--- src/rtl/dds_rsp_pkg.sv ---
// dds_rsp_pkg: shared types and constants for the DDS port responder.
package dds_rsp_pkg;
    localparam int BYTES_PER_WORD = 4;
    localparam int BYTE_W = 8;
    localparam int WORD_W = BYTES_PER_WORD * BYTE_W;
    localparam int CNT_W = $clog2(BYTES_PER_WORD);

    typedef enum logic [1:0] {IDLE, WR, RD} state_t;

    // Byte 0 of a bus word is the most significant byte.
    function automatic logic [BYTE_W-1:0] word_byte(input logic [WORD_W-1:0] w, input logic [CNT_W-1:0] c);
        return BYTE_W'(w >> (BYTE_W * (BYTES_PER_WORD - 1 - int'(c))));
    endfunction
endpackage

--- src/rtl/dds_rsp_sync.sv ---
// dds_rsp_sync: STAGES-deep synchronizer with registered level and rise/fall outputs.
module dds_rsp_sync #(
    parameter int STAGES = 2,
    parameter int W = 1,
    parameter logic [W-1:0] RST_VAL = '0
) (
    input  logic         Cclk,
    input  logic         rstn,
    input  logic [W-1:0] d,
    output logic [W-1:0] q,
    output logic [W-1:0] rise,
    output logic [W-1:0] fall
);
    logic [STAGES-1:0][W-1:0] sr;

    // q lags the last sync stage by one flop so level and edge pulses line up.
    always_ff @(posedge Cclk or negedge rstn) begin
        if (!rstn) begin
            sr   <= {STAGES{RST_VAL}};
            q    <= RST_VAL;
            rise <= '0;
            fall <= '0;
        end else begin
            sr   <= {sr[STAGES-2:0], d};
            q    <= sr[STAGES-1];
            rise <= sr[STAGES-1] & ~q;
            fall <= ~sr[STAGES-1] & q;
        end
    end
endmodule

--- src/rtl/dds_port_responder.sv ---
// dds_port_responder: byte-serial DDS bus slave committing 32-bit frequency words on IOup.
// Optional read-back path enabled by defining DDS_RSP_READBACK_EN.
module dds_port_responder
    import dds_rsp_pkg::*;
#(
    parameter int SYNC_STAGES = 2,
    parameter logic [WORD_W-1:0] RESET_WORD = 32'h0000_0000
) (
    input  logic              Cclk,
    input  logic              rstn,
    input  logic              DDS_PCLK,
    input  logic              DDS_CSn,
    input  logic              DDS_RWn,
    input  logic              DDS_IOup,
    input  logic [BYTE_W-1:0] DDS_DataOut,
    output logic [BYTE_W-1:0] DDS_DataIn,
    input  logic [WORD_W-1:0] ReadWord,
    output logic [WORD_W-1:0] FreqWord,
    output logic              FreqValid,
    output logic              PendingValid,
    output logic              FrameErr,
    input  logic              FrameErrClr
);
    logic pclk_rise, csn, rwn, rwn_rise, rwn_fall, iou_rise;
    logic [BYTE_W-1:0] data;
    logic pclk_q_unused, pclk_fall_unused, csn_rise_unused, csn_fall_unused, iou_q_unused, iou_fall_unused;
    logic [BYTE_W-1:0] data_rise_unused, data_fall_unused;

    dds_rsp_sync #(.STAGES(SYNC_STAGES), .W(1), .RST_VAL(1'b0)) u_pclk (
        .Cclk(Cclk), .rstn(rstn), .d(DDS_PCLK), .q(pclk_q_unused), .rise(pclk_rise), .fall(pclk_fall_unused));
    dds_rsp_sync #(.STAGES(SYNC_STAGES), .W(1), .RST_VAL(1'b1)) u_csn (
        .Cclk(Cclk), .rstn(rstn), .d(DDS_CSn), .q(csn), .rise(csn_rise_unused), .fall(csn_fall_unused));
    dds_rsp_sync #(.STAGES(SYNC_STAGES), .W(1), .RST_VAL(1'b0)) u_rwn (
        .Cclk(Cclk), .rstn(rstn), .d(DDS_RWn), .q(rwn), .rise(rwn_rise), .fall(rwn_fall));
    dds_rsp_sync #(.STAGES(SYNC_STAGES), .W(1), .RST_VAL(1'b0)) u_iou (
        .Cclk(Cclk), .rstn(rstn), .d(DDS_IOup), .q(iou_q_unused), .rise(iou_rise), .fall(iou_fall_unused));
    dds_rsp_sync #(.STAGES(SYNC_STAGES), .W(BYTE_W), .RST_VAL('0)) u_data (
        .Cclk(Cclk), .rstn(rstn), .d(DDS_DataOut), .q(data), .rise(data_rise_unused), .fall(data_fall_unused));

    state_t state, state_n;
    logic [CNT_W-1:0] cnt, cnt_n;
    logic [WORD_W-1:0] shift_r, pend_r, commit_word;
    logic commit_req;

    wire xfer = pclk_rise & ~csn;
    wire last = xfer & (cnt == CNT_W'(BYTES_PER_WORD - 1));
    // A 4th byte arriving with the IOup edge is a clean boundary, not a framing error.
    wire err = (iou_rise & (~PendingValid | ((cnt != '0) & ~last))) | ((rwn_rise | rwn_fall) & (state != IDLE));
    wire take = xfer & ~err;
    wire wr4 = take & ~rwn & last;
    wire commit = iou_rise & PendingValid;
    wire [WORD_W-1:0] shift_nxt = {shift_r[WORD_W-BYTE_W-1:0], data};

    always_comb begin
        state_n = state;
        cnt_n = cnt;
        if (err) begin
            state_n = IDLE;
            cnt_n = '0;
        end else if (take) begin
            cnt_n = cnt + 1'b1;
            state_n = last ? IDLE : (state == IDLE) ? (rwn ? RD : WR) : state;
        end
    end

    always_ff @(posedge Cclk or negedge rstn) begin
        if (!rstn) begin
            state        <= IDLE;
            cnt          <= '0;
            shift_r      <= '0;
            pend_r       <= RESET_WORD;
            commit_word  <= RESET_WORD;
            commit_req   <= 1'b0;
            FreqWord     <= RESET_WORD;
            FreqValid    <= 1'b0;
            PendingValid <= 1'b0;
            FrameErr     <= 1'b0;
        end else begin
            state        <= state_n;
            cnt          <= cnt_n;
            if (take && !rwn) shift_r <= shift_nxt;
            if (wr4) pend_r <= shift_nxt;
            PendingValid <= wr4 | (PendingValid & ~commit);
            commit_req   <= commit;
            if (commit) commit_word <= pend_r;
            FreqValid    <= commit_req;
            if (commit_req) FreqWord <= commit_word;
            FrameErr     <= err | (FrameErr & ~FrameErrClr);
        end
    end

`ifdef DDS_RSP_READBACK_EN
    logic [WORD_W-1:0] shadow;
    logic [BYTE_W-1:0] rd_byte;
    wire rd_take = take & rwn;
    wire [WORD_W-1:0] rd_src = (state == IDLE) ? ReadWord : shadow;

    always_ff @(posedge Cclk or negedge rstn) begin
        if (!rstn) begin
            shadow  <= '0;
            rd_byte <= '0;
        end else begin
            if (rd_take && state == IDLE) shadow <= ReadWord;
            if (rd_take) rd_byte <= word_byte(rd_src, cnt);
        end
    end

    assign DDS_DataIn = (~csn & rwn) ? rd_byte : '0;
`else
    logic [WORD_W-1:0] read_word_unused;
    assign read_word_unused = ReadWord;
    assign DDS_DataIn = '0;
`endif
endmodule

--- config.mk ---
export PLATFORM = sky130hd
export DESIGN_NAME = dds_port_responder
export DESIGN_NICKNAME = d
export VERILOG_FILES = /design/src/rtl/dds_rsp_pkg.sv /design/src/rtl/dds_rsp_sync.sv /design/src/rtl/dds_port_responder.sv
export SDC_FILE = /design/constraint.sdc
export NUM_CORES = 1
export LEC_CHECK = 0
export ABC_AREA = 1
export CORE_AREA = 2 2 87 131
export DETAILED_ROUTE_END_ITERATION = 10
export DIE_AREA = 0 0 89 133
export DONT_BUFFER_PORTS = 1
export PLACE_DENSITY = 0.82
export REMOVE_ABC_BUFFERS = 1
export SYNTH_ARGS = -nofsm -noshare
export SYNTH_HDL_FRONTEND = slang
export SYNTH_SLANG_ARGS = --single-unit
--- constraint.sdc ---
create_clock -name Cclk -period 2.1 [get_ports Cclk]
set_input_delay 0.21 -clock Cclk [delete_from_list [all_inputs] [get_ports Cclk]]
set_output_delay 0.21 -clock Cclk [all_outputs]
set_load 0.1 [all_outputs]
# Word level (Yosys, flattened, before mapping)
# Index checks and enable logic that the tools add are counted.
[word_totals] regBits=168 output_inout_bits=43
[classes] n_eq_ne=1 n_addsub=1 n_reduce_logical=8 bitwise_logic=30 mux=7
[op_table] operator="1-bit bitwise AND" count=15
[op_table] operator="2-bit 2-to-1 mux" count=7
[op_table] operator="1-bit NOT" count=10
[op_table] operator="2-bit nonzero test" count=3
[op_table] operator="1-bit OR" count=5
[op_table] operator="3-bit nonzero test" count=1
[op_table] operator="2-bit by 1-bit adder with 2-bit output, second input constant" count=1
[op_table] operator="2-bit equality test, second input constant" count=1
[op_table] operator="2-bit logical NOT" count=1
[op_table] operator="2-bit AND reduction" count=1
[op_table] operator="1-bit logical AND" count=1
[op_table] operator="1-bit logical NOT" count=1

# Longest topological paths before layout
# Gate-level depths: netlist of run 1.
[logic_depth] word_depth=13 ltp_mapped=12 mapped_depth_nobuf=10

# By module
# Synthesis of run 1 repeated with hierarchy kept, for this count alone.
[unflattened] cells_unflattened=605 hier_area_um2=7100.6
[by_module_without_submodules] mod="dds_port_responder" area_per_inst_um2=5415.2 cells_per_inst=497 instances=1
[by_module_without_submodules] mod="dds_rsp_sync at u_data" area_per_inst_um2=1121.1 cells_per_inst=72 instances=1
[by_module_without_submodules] mod="dds_rsp_sync at u_iou ..." area_per_inst_um2=140.1 cells_per_inst=9 instances=3
[by_module_without_submodules] mod="dds_rsp_sync at u_csn" area_per_inst_um2=143.9 cells_per_inst=9 instances=1

# Worst setup path after synthesis of run 1
# OpenSTA, ideal clock, no wires.
[synth_path] kind="register to register" start="register PendingValid" end="register pend_r[26]" setup_slack_ns=0.218 arrival_time_ns=1.760 path_stages_with_launch=8 period_less_slack_ns=1.882 cell_sequence="dfrtp_1 nand2_2 nand2_4 nand4_2 buf_2 buf_6 o21bai_1 nand2_1"
[synth_between] elab_chain_len=8
[synth_lines] item="from (decl)" line="dds_port_responder.sv:20" source="output logic PendingValid,"
[synth_lines] item="from (signal assigned)" line="dds_port_responder.sv:83" source="PendingValid <= wr4 | (PendingValid & ~commit);"
[synth_lines] item="1-bit NOT" line="dds_port_responder.sv:48" source="wire err = (iou_rise & (~PendingValid | ((cnt != '0) & ~last))) | ((rwn_rise | rwn_fall) & (state != IDLE));"
[synth_lines] item="1-bit OR" line="dds_port_responder.sv:48"
[synth_lines] item="1-bit bitwise AND" line="dds_port_responder.sv:48"
[synth_lines] item="1-bit OR" line="dds_port_responder.sv:48"
[synth_lines] item="1-bit NOT" line="dds_port_responder.sv:49" source="wire take = xfer & ~err;"
[synth_lines] item="1-bit bitwise AND" line="dds_port_responder.sv:49"
[synth_lines] item="1-bit bitwise AND (2 in series)" line="dds_port_responder.sv:50" source="wire wr4 = take & ~rwn & last;"
[synth_lines] item="to (signal assigned)" line="dds_port_responder.sv:82" source="if (wr4) pend_r <= shift_nxt;"
[synth_lines] item="to (decl)" line="dds_port_responder.sv:42" source="logic [WORD_W-1:0] shift_r, pend_r, commit_word;"
# No other way between the ends.
# A chain may end at the register's enable or synchronous reset.

# Worst setup path in the final report of run 1
[layout_path] start="register cnt[0]" end="register pend_r[10]"
[layout_between] elab_chain_len=11 word_cells_on_any_way=12 cone_classes="1 x eq/ne; 10 x bitwise; 1 x reduce/logical"
[layout_lines] item="from (decl)" line="dds_port_responder.sv:41" source="logic [CNT_W-1:0] cnt, cnt_n;"
[layout_lines] item="from (signal assigned)" line="dds_port_responder.sv:80" source="cnt <= cnt_n;"
[layout_lines] item="2-bit equality test" line="dds_port_responder.sv:46" source="wire last = xfer & (cnt == CNT_W'(BYTES_PER_WORD - 1));"
[layout_lines] item="1-bit bitwise AND" line="dds_port_responder.sv:46"
[layout_lines] item="1-bit NOT" line="dds_port_responder.sv:48"
[layout_lines] item="1-bit bitwise AND" line="dds_port_responder.sv:48"
[layout_lines] item="1-bit OR" line="dds_port_responder.sv:48"
[layout_lines] item="1-bit bitwise AND" line="dds_port_responder.sv:48"
[layout_lines] item="1-bit OR" line="dds_port_responder.sv:48"
[layout_lines] item="1-bit NOT" line="dds_port_responder.sv:49"
[layout_lines] item="1-bit bitwise AND" line="dds_port_responder.sv:49"
[layout_lines] item="1-bit bitwise AND" line="dds_port_responder.sv:50"
[layout_lines] item="1-bit bitwise AND *" line="dds_port_responder.sv:50"
# Every way passes the cells marked *; elsewhere a longest branch is shown, timed or not.

==> results of run 1 <==
logic make-up after synthesis:
family / count (synthesis) / synth area share
muxes: 33 / 0.0591
DFF: 168 / 0.672
buffers and inverters: 92 / 0.0703
and+or+nand+nor: 164 / 0.113
AOI/OAI and AO/OA: 84 / 0.0813
adders and majority gates: 2 / 0.00400
other: 1 / 0.000599
power by group through the flow:
stage	combinational, mW	sequential [mW]	clock [mW]
after floorplan	0.314	3.67	0
after global placement	0.412	3.64	0
after detailed placement	0.442	3.66	0
after CTS	0.468	3.60	3.01
after global routing	0.521	3.63	3.14
final	0.467	3.61	2.96
cell usage after synthesis (all sizes together):
master    n  share of area
inv      54          0.032
conb      1        0.00060
nand4     2         0.0030
mux2i     1         0.0016
buf      24          0.030
o22ai     2         0.0020
or2       1         0.0010
nor2      7         0.0046
o21ai    49          0.040
nand3    37          0.032
ha        2         0.0040
nand2   117          0.072
dfrtp   165           0.66
clkbuf   14         0.0084
o21bai   32          0.038
dfstp     3          0.013
o211ai    1         0.0012
mux2     32          0.058
flip-flops by register name (all words and copies together) (netlist names), 2 cells and up:
| name | count |
|---|---|
| commit_word | 32 |
| u_pclk.sr | 2 |
| u_csn.sr | 2 |
| pend_r | 32 |
| u_iou.sr | 2 |
| state | 2 |
| u_data.sr | 16 |
| u_rwn.sr | 2 |
| FreqWord | 32 |
| shift_r | 24 |
| cnt | 2 |
| u_data.q | 8 |
how the worst max path moves through the flow:
| stage | slack, ns | from | end |
|---|---|---|---|
| global placement | 0.43 | cnt[0] | pend_r[2] |
| global route | 0.13 | cnt[0] | pend_r[28] |
| floorplan | -0.83 | cnt[0] | shift_r[0] |
| CTS | 0.28 | cnt[0] | pend_r[28] |
| finish | 0.28 | cnt[0] | pend_r[10] |
| detailed placement | 0.30 | cnt[0] | pend_r[22] |
through the flow:
stage	setup WS (ns)	instances	power (mW)	util
finish	0.284	745	7.03	0.676
global route	0.132	745	7.29	0.676
CTS	0.276	745	7.08	0.676
detailed placement	0.302	701	4.10	0.611
global placement	0.427	701	4.05	0.611
floorplan	-0.828	513	3.98	-
cell type report:
type                       instances  area [sq um]  share of cell area
clock buffer                      21           480              0.0657
clock inverter                    10          95.1              0.0130
inverter                          54           203              0.0277
multi-input combinational        291          1650               0.225
sequential                       168          4210               0.575
tap                              147           184              0.0251
timing repair buffer              54           500              0.0684
worst max-delay path: cells and delay by family (launching register included):
| kind | cells | cell delay, ns |
|---|---|---|
| adder cells (fa/ha/maj) | 1 | 0.28 |
| flip-flops | 1 | 0.39 |
| AND/OR/NAND/NOR | 8 | 0.83 |
| buffers and inverters | 1 | 0.24 |
per-layer routing:
layer  track usage  wire, microns  share of wire  up-vias
li1              -              -              -     1811
met1         0.256           4290           0.40     1903
met2         0.337           5860           0.55       92
met3        0.0499            406          0.038       10
met4        0.0697            108          0.010        0
met5             0              0              0        -
placed cells by master, fill, tap and decap left out:
cell	n
dfrtp_1	165
nand2_1	114
inv_1	54
o21ai_0	47
buf_4	36
nand3_1	35
mux2_2	32
o21bai_1	32
clkbuf_16	17
dlygate4sd3_1	13
conb_1	8
nor2_1	6
clkinvlp_4	5
buf_12	5
clkbuf_8	4
dfstp_2	3
nand2_2	2
o22ai_1	2
ha_1	2
clkinv_2	2
nand3_4	1
nand2_4	1
or2_1	1
o21ai_2	1
nand4_2	1
o211ai_1	1
nand4_1	1
nand3_2	1
mux2i_1	1
nor2_4	1
o21ai_1	1
clkinv_4	1
bufinv_16	1
inv_6	1
==> metrics.log, run 1 <==
INFO  metric ctsResizeCount = 0
INFO  metric outcome = complete, but fails checks
INFO  metric maxCapViolCount = 0
INFO  metric syn-cell-area = 6260 sq um
INFO  metric drcViolationCount = 0
INFO  metric critical_path.max_fanout = 56
INFO  metric avgViaCountPerCell = 5.12
INFO  metric yosysUniqueCellTypes = 29
INFO  metric cts.root.buffer_cell = clkbuf_16
INFO  metric clkSlewWorstSetupHoldPaths = 0.07 ns
INFO  metric dpl-instance-area = 6610 sq um
INFO  metric drt_iter0_markers = 398
INFO  metric max-clock-path-buffers = 2
INFO  metric num_vias = 3816
INFO  metric mean_area_per_synthesized_cell = 11.5 sq um
INFO  metric maximum_frequency_from_static_timing_analysis = 0.551 GHz
INFO  metric logic_depth_of_the_worst_register_to_register_path = 10
INFO  metric setup-tns-final = 0 ns
INFO  metric h-tree-depth = 4
INFO  metric power.internal = 5.37 mW
INFO  metric groute.usage.overall = 0.202
INFO  metric power.share.combinational = 0.066
INFO  metric worst_reg2reg_path_startpoint = cnt[0]
INFO  metric violations = negative hold slack
INFO  metric total_leakage_power = 3.64 nW
INFO  metric fin_worst_skew = 0.00860 ns
INFO  metric reg2reg_slack = 0.28 ns
INFO  metric worst_ep_arrival_time = 2.16 ns
INFO  metric unrepaired_setup_endpoints_after_global_routing = false
INFO  metric max_stage_delay = 0.39 ns
INFO  metric synth_cells = 544
INFO  metric share_seq_of_total_power = 0.513
INFO  metric hpwl = 6.13 mm
INFO  metric finish.instance_area = 7320 sq um
INFO  metric synth_sequential_area_ratio = 0.672
INFO  metric std_cell_rows = 47
INFO  metric floorplan_core_area = 10800 sq um
INFO  metric hold_slack_final = -0.518 ns
INFO  metric setup-violations-final = 0
INFO  metric gp_congestion = 0.754
INFO  metric start_util = 0.579
INFO  metric crit_path_cell_trace = ha_1, nand3_4, nand2_1, nand2_2, nand2_4, nand3_2, nor2_4, buf_12, nand3_1, nand2_1
INFO  metric diodes = 0
INFO  metric die_x = 89 microns
INFO  metric yosysWarnings = 0
INFO  metric antenna_violations_before_repair = 0
INFO  metric largest_net_degree_at_the_start_of_global_routing = 169
INFO  metric clkSinkCount = 168
INFO  metric crit_type = reg -> reg
INFO  metric postRouteWirelength = 10.7 mm
INFO  metric overflow = 0
INFO  metric power_density_over_cell_area = 961 nW/um^2
INFO  metric area_growth = 16.9%
INFO  metric cpMaxStageDelayCell = dfrtp_1
INFO  metric clk-insertion-delay-late = 0.42 ns
INFO  metric grt_first_pass_wirelength = 18.3 mm
INFO  metric first_global_vias = 3860
INFO  metric tritoncts_clock_tree = done
INFO  metric numCtsBuffers = 17
INFO  metric p_sw_frac = 0.237
INFO  metric antenna_violating_nets_left = 0
INFO  metric ioPinCount = 90
INFO  metric timing_hold_violations_final = 168
INFO  metric die-height = 133 microns
INFO  metric post_cts_hold_buffers = 13
INFO  metric drive_above_1_share = 0.192
INFO  metric cp_data_required_time = 2.45 ns
INFO  metric finalMaxSlewViolations = 0
INFO  metric peak_vdd_ir = 0.651 mV
INFO  metric min_period_over_period = 0.865
INFO  metric switchingPower = 1.67 mW
INFO  metric total_of_fill_cells_in_the_finished_design = 777
INFO  metric synth.ff_latch_count = 168
INFO  metric io_buffer_count = 0
INFO  metric initial_drt_pass_iterations = 4
INFO  metric cp_common_cell = nand2_1
INFO  metric fin_crit = 1.82 ns
INFO  metric end_kind = flip-flop
INFO  metric min_path_type = in -> async
INFO  metric die_area = 11800 sq um
INFO  metric clockPowerShare = 0.420
INFO  metric cts_setup_buffers = 0
INFO  metric startpoint_kind_of_the_worst_setup_timing_path = flip-flop
INFO  metric wire_per_inst = 14.3 microns
INFO  metric r2r-end = pend_r[10]
INFO  metric num-nets-final = 635
Power figures use the tool's default switching activity.
==> run 2, diff against run 1 <==
--- a/config.mk
+++ b/config.mk
@@ -6,12 +6,15 @@
 export NUM_CORES = 1
 export LEC_CHECK = 0
 export ABC_AREA = 1
-export CORE_AREA = 2 2 87 131
+export CORE_AREA = 2 2 92 139
+export CTS_CLUSTER_SIZE = 12
 export DETAILED_ROUTE_END_ITERATION = 10
-export DIE_AREA = 0 0 89 133
+export DIE_AREA = 0 0 94 141
 export DONT_BUFFER_PORTS = 1
+export GPL_TIMING_DRIVEN = 0
 export PLACE_DENSITY = 0.82
 export REMOVE_ABC_BUFFERS = 1
 export SYNTH_ARGS = -nofsm -noshare
 export SYNTH_HDL_FRONTEND = slang
+export SYNTH_HIERARCHICAL = 1
 export SYNTH_SLANG_ARGS = --single-unit
==> run 2 against run 1 <==
  * The flow still finishes with violations (negative hold slack)
  * Power up 3.9%
  * Flip-flop and latch count unchanged
  * Cell area up 1.1%
  * Highest routed layer unchanged
  * Non-clock buffer count down 27
==> metrics.log, run 2 <==
INFO  metric outcome = complete, but fails checks
INFO  metric violations = negative hold slack
INFO  metric end_kind = flip-flop
INFO  metric num_vias = 3829
INFO  metric first_global_vias = 3857
INFO  metric area_growth = 14.7%
INFO  metric tightestPinTransition = 1.10 ns
INFO  metric antenna_violating_nets_left = 0
INFO  metric logic_depth_of_the_worst_register_to_register_path = 10
INFO  metric maxCapViolCount = 0
INFO  metric fin_crit = 1.91 ns
INFO  metric worst_slew_margin_rel = 0.264
INFO  metric maximum_frequency_from_static_timing_analysis = 0.524 GHz
INFO  metric layout.cells.most_common = dfrtp_1
INFO  metric drive_above_1_share = 0.213
INFO  metric num-nets-final = 613
INFO  metric wire_per_inst = 15.9 microns
INFO  metric worst_ep_arrival_time = 2.26 ns
INFO  metric postRouteWirelength = 11.7 mm
INFO  metric drt_iter0_markers = 337
INFO  metric critical_path.max_fanout = 8
INFO  metric syn-cell-area = 6450 sq um
INFO  metric min_path_type = in -> async
INFO  metric dpl-instance-area = 6470 sq um
INFO  metric total_leakage_power = 3.52 nW
INFO  metric peak_vdd_ir = 0.562 mV
INFO  metric groute.usage.overall = 0.192
INFO  metric commonest_non_fill_non_tap_cells_in_the_layout = dfrtp_1, nand2_1, inv_1
INFO  metric worst_reg2reg_path_startpoint = cnt[0]
INFO  metric drcViolationCount = 0
INFO  metric yosysWarnings = 6
INFO  metric start_util = 0.529
INFO  metric post_route_total_power = 7.31 mW
INFO  metric die_x = 94 microns
INFO  metric reg2reg_slack = 0.19 ns
INFO  metric antenna_violations_before_repair = 0
INFO  metric io_buffer_count = 0
INFO  metric std_cell_rows = 50
INFO  metric cp_data_required_time = 2.45 ns
INFO  metric clk-insertion-delay-late = 0.42 ns
INFO  metric die_area = 13300 sq um
INFO  metric grt_first_pass_wirelength = 19.3 mm
INFO  metric tritoncts_clock_tree = done
INFO  metric cts.root.buffer_cell = clkbuf_16
INFO  metric largest_net_degree_at_the_start_of_global_routing = 169
INFO  metric min_period_over_period = 0.908
INFO  metric power_density_over_cell_area = 988 nW/um^2
INFO  metric unrepaired_setup_endpoints_after_global_routing = false
INFO  metric total_of_fill_cells_in_the_finished_design = 953
INFO  metric clkSinkCount = 168
INFO  metric timing_hold_violations_final = 168
INFO  metric hpwl = 6.10 mm
INFO  metric finalMaxSlewViolations = 0
INFO  metric diodes = 0
INFO  metric fin_worst_skew = 0.00693 ns
INFO  metric hold_slack_final = -0.517 ns
INFO  metric die-height = 141 microns
INFO  metric r2r-end = pend_r[19]
INFO  metric initial_drt_pass_iterations = 4
INFO  metric max-clock-path-buffers = 2
INFO  metric ioPinCount = 90
INFO  metric gp_congestion = 0.752
INFO  metric synth_cells = 545
INFO  metric h-tree-depth = 4
INFO  metric floorplan_core_area = 12200 sq um
INFO  metric overflow = 0
INFO  metric largest_registers = FreqWord: 32 flops, commit_word: 32 flops, pend_r: 32 flops
INFO  metric startpoint_kind_of_the_worst_setup_timing_path = flip-flop
INFO  metric post_cts_hold_buffers = 13
INFO  metric clkSlewWorstSetupHoldPaths = 0.06 ns
INFO  metric finish.instance_area = 7400 sq um
INFO  metric setup-violations-final = 0
INFO  metric numCtsBuffers = 17
INFO  metric crit_type = reg -> reg
INFO  metric mean_area_per_synthesized_cell = 11.8 sq um
INFO  metric avgViaCountPerCell = 5.22
[run 2: cell count changes in the layout (fill, tap and decap cells not counted), sizes merged]
cell / previous run / this run
bufinv: 1 / 3
nand4: 2 / 3
nor2: 7 / 10
buf: 41 / 14
clkinvlp: 5 / 4
clkbuf: 21 / 18
inv: 55 / 59
[run 2: area by class of cell]
type                       count  area, sq um  area share
timing repair buffer          27          323      0.0436
multi-input combinational    295         1860       0.252
clock inverter                14          174      0.0235
tap                          156          195      0.0264
inverter                      55          206      0.0279
clock buffer                  18          429      0.0580
sequential                   168         4210       0.569
[run 2: worst max-delay path, stage by stage, from the launching register on]
cell	delay [ns]
dfrtp_1	0.42
ha_4	0.26
nand3_4	0.12
nand2_1	0.10
nand2_2	0.08
nand2_4	0.16
nand3_4	0.19
nor2_4	0.21
buf_12	0.15
nand3_2	0.05
nand2_1	0.09
[run 2: layer usage]
metal	global-route usage	vias up	wire length (microns)
li1	-	1774	-
met1	0.244	1904	4750
met2	0.300	118	5960
met3	0.0583	33	594
met4	0.0923	0	350
met5	0	-	0
[run 2: what timing repair did]
item                                    in CTS  in global routing
hold endpoints to repair                   181                168
endpoints found under the setup margin      79                 33
pin swaps                                    4                  0
resized for setup                            5                  1
setup buffers                                8                  3
gates cloned                                 4                  0
[run 2: metrics by stage]
stage	instances	hold slack (ns)	util	setup WS [ns]	setup TNS [ns]
2_1_floorplan	514	-0.0856	-	-1.11	-72.71
3_3_place_gp	670	-0.0827	0.525	-2.09	-145.44
3_5_place_dp	673	-0.0831	0.530	-0.875	-39.43
4_1_cts	730	-0.539	0.604	0.0385	0
5_1_grt	733	-0.542	0.607	0.0852	0
6_report	733	-0.517	0.607	0.192	0
[run 2: report_power, final]
group          switching [mW]  internal (mW)  leakage, nW
combinational           0.309          0.157         1.00
sequential              0.215           3.47         2.23
clock                    1.28           1.88        0.284
[run 2: how the worst max path moves through the flow]
stage | start | end | slack, ns | cells after the start
global route | cnt[0] | shift_r[14] | 0.09 | 10
CTS | cnt[0] | pend_r[21] | 0.04 | 9
finish | cnt[0] | pend_r[19] | 0.19 | 10
detailed placement | PendingValid | shift_r[3] | -0.87 | 5
global placement | cnt[0] | pend_r[23] | -2.09 | 8
floorplan | cnt[0] | pend_r[0] | -1.11 | 8
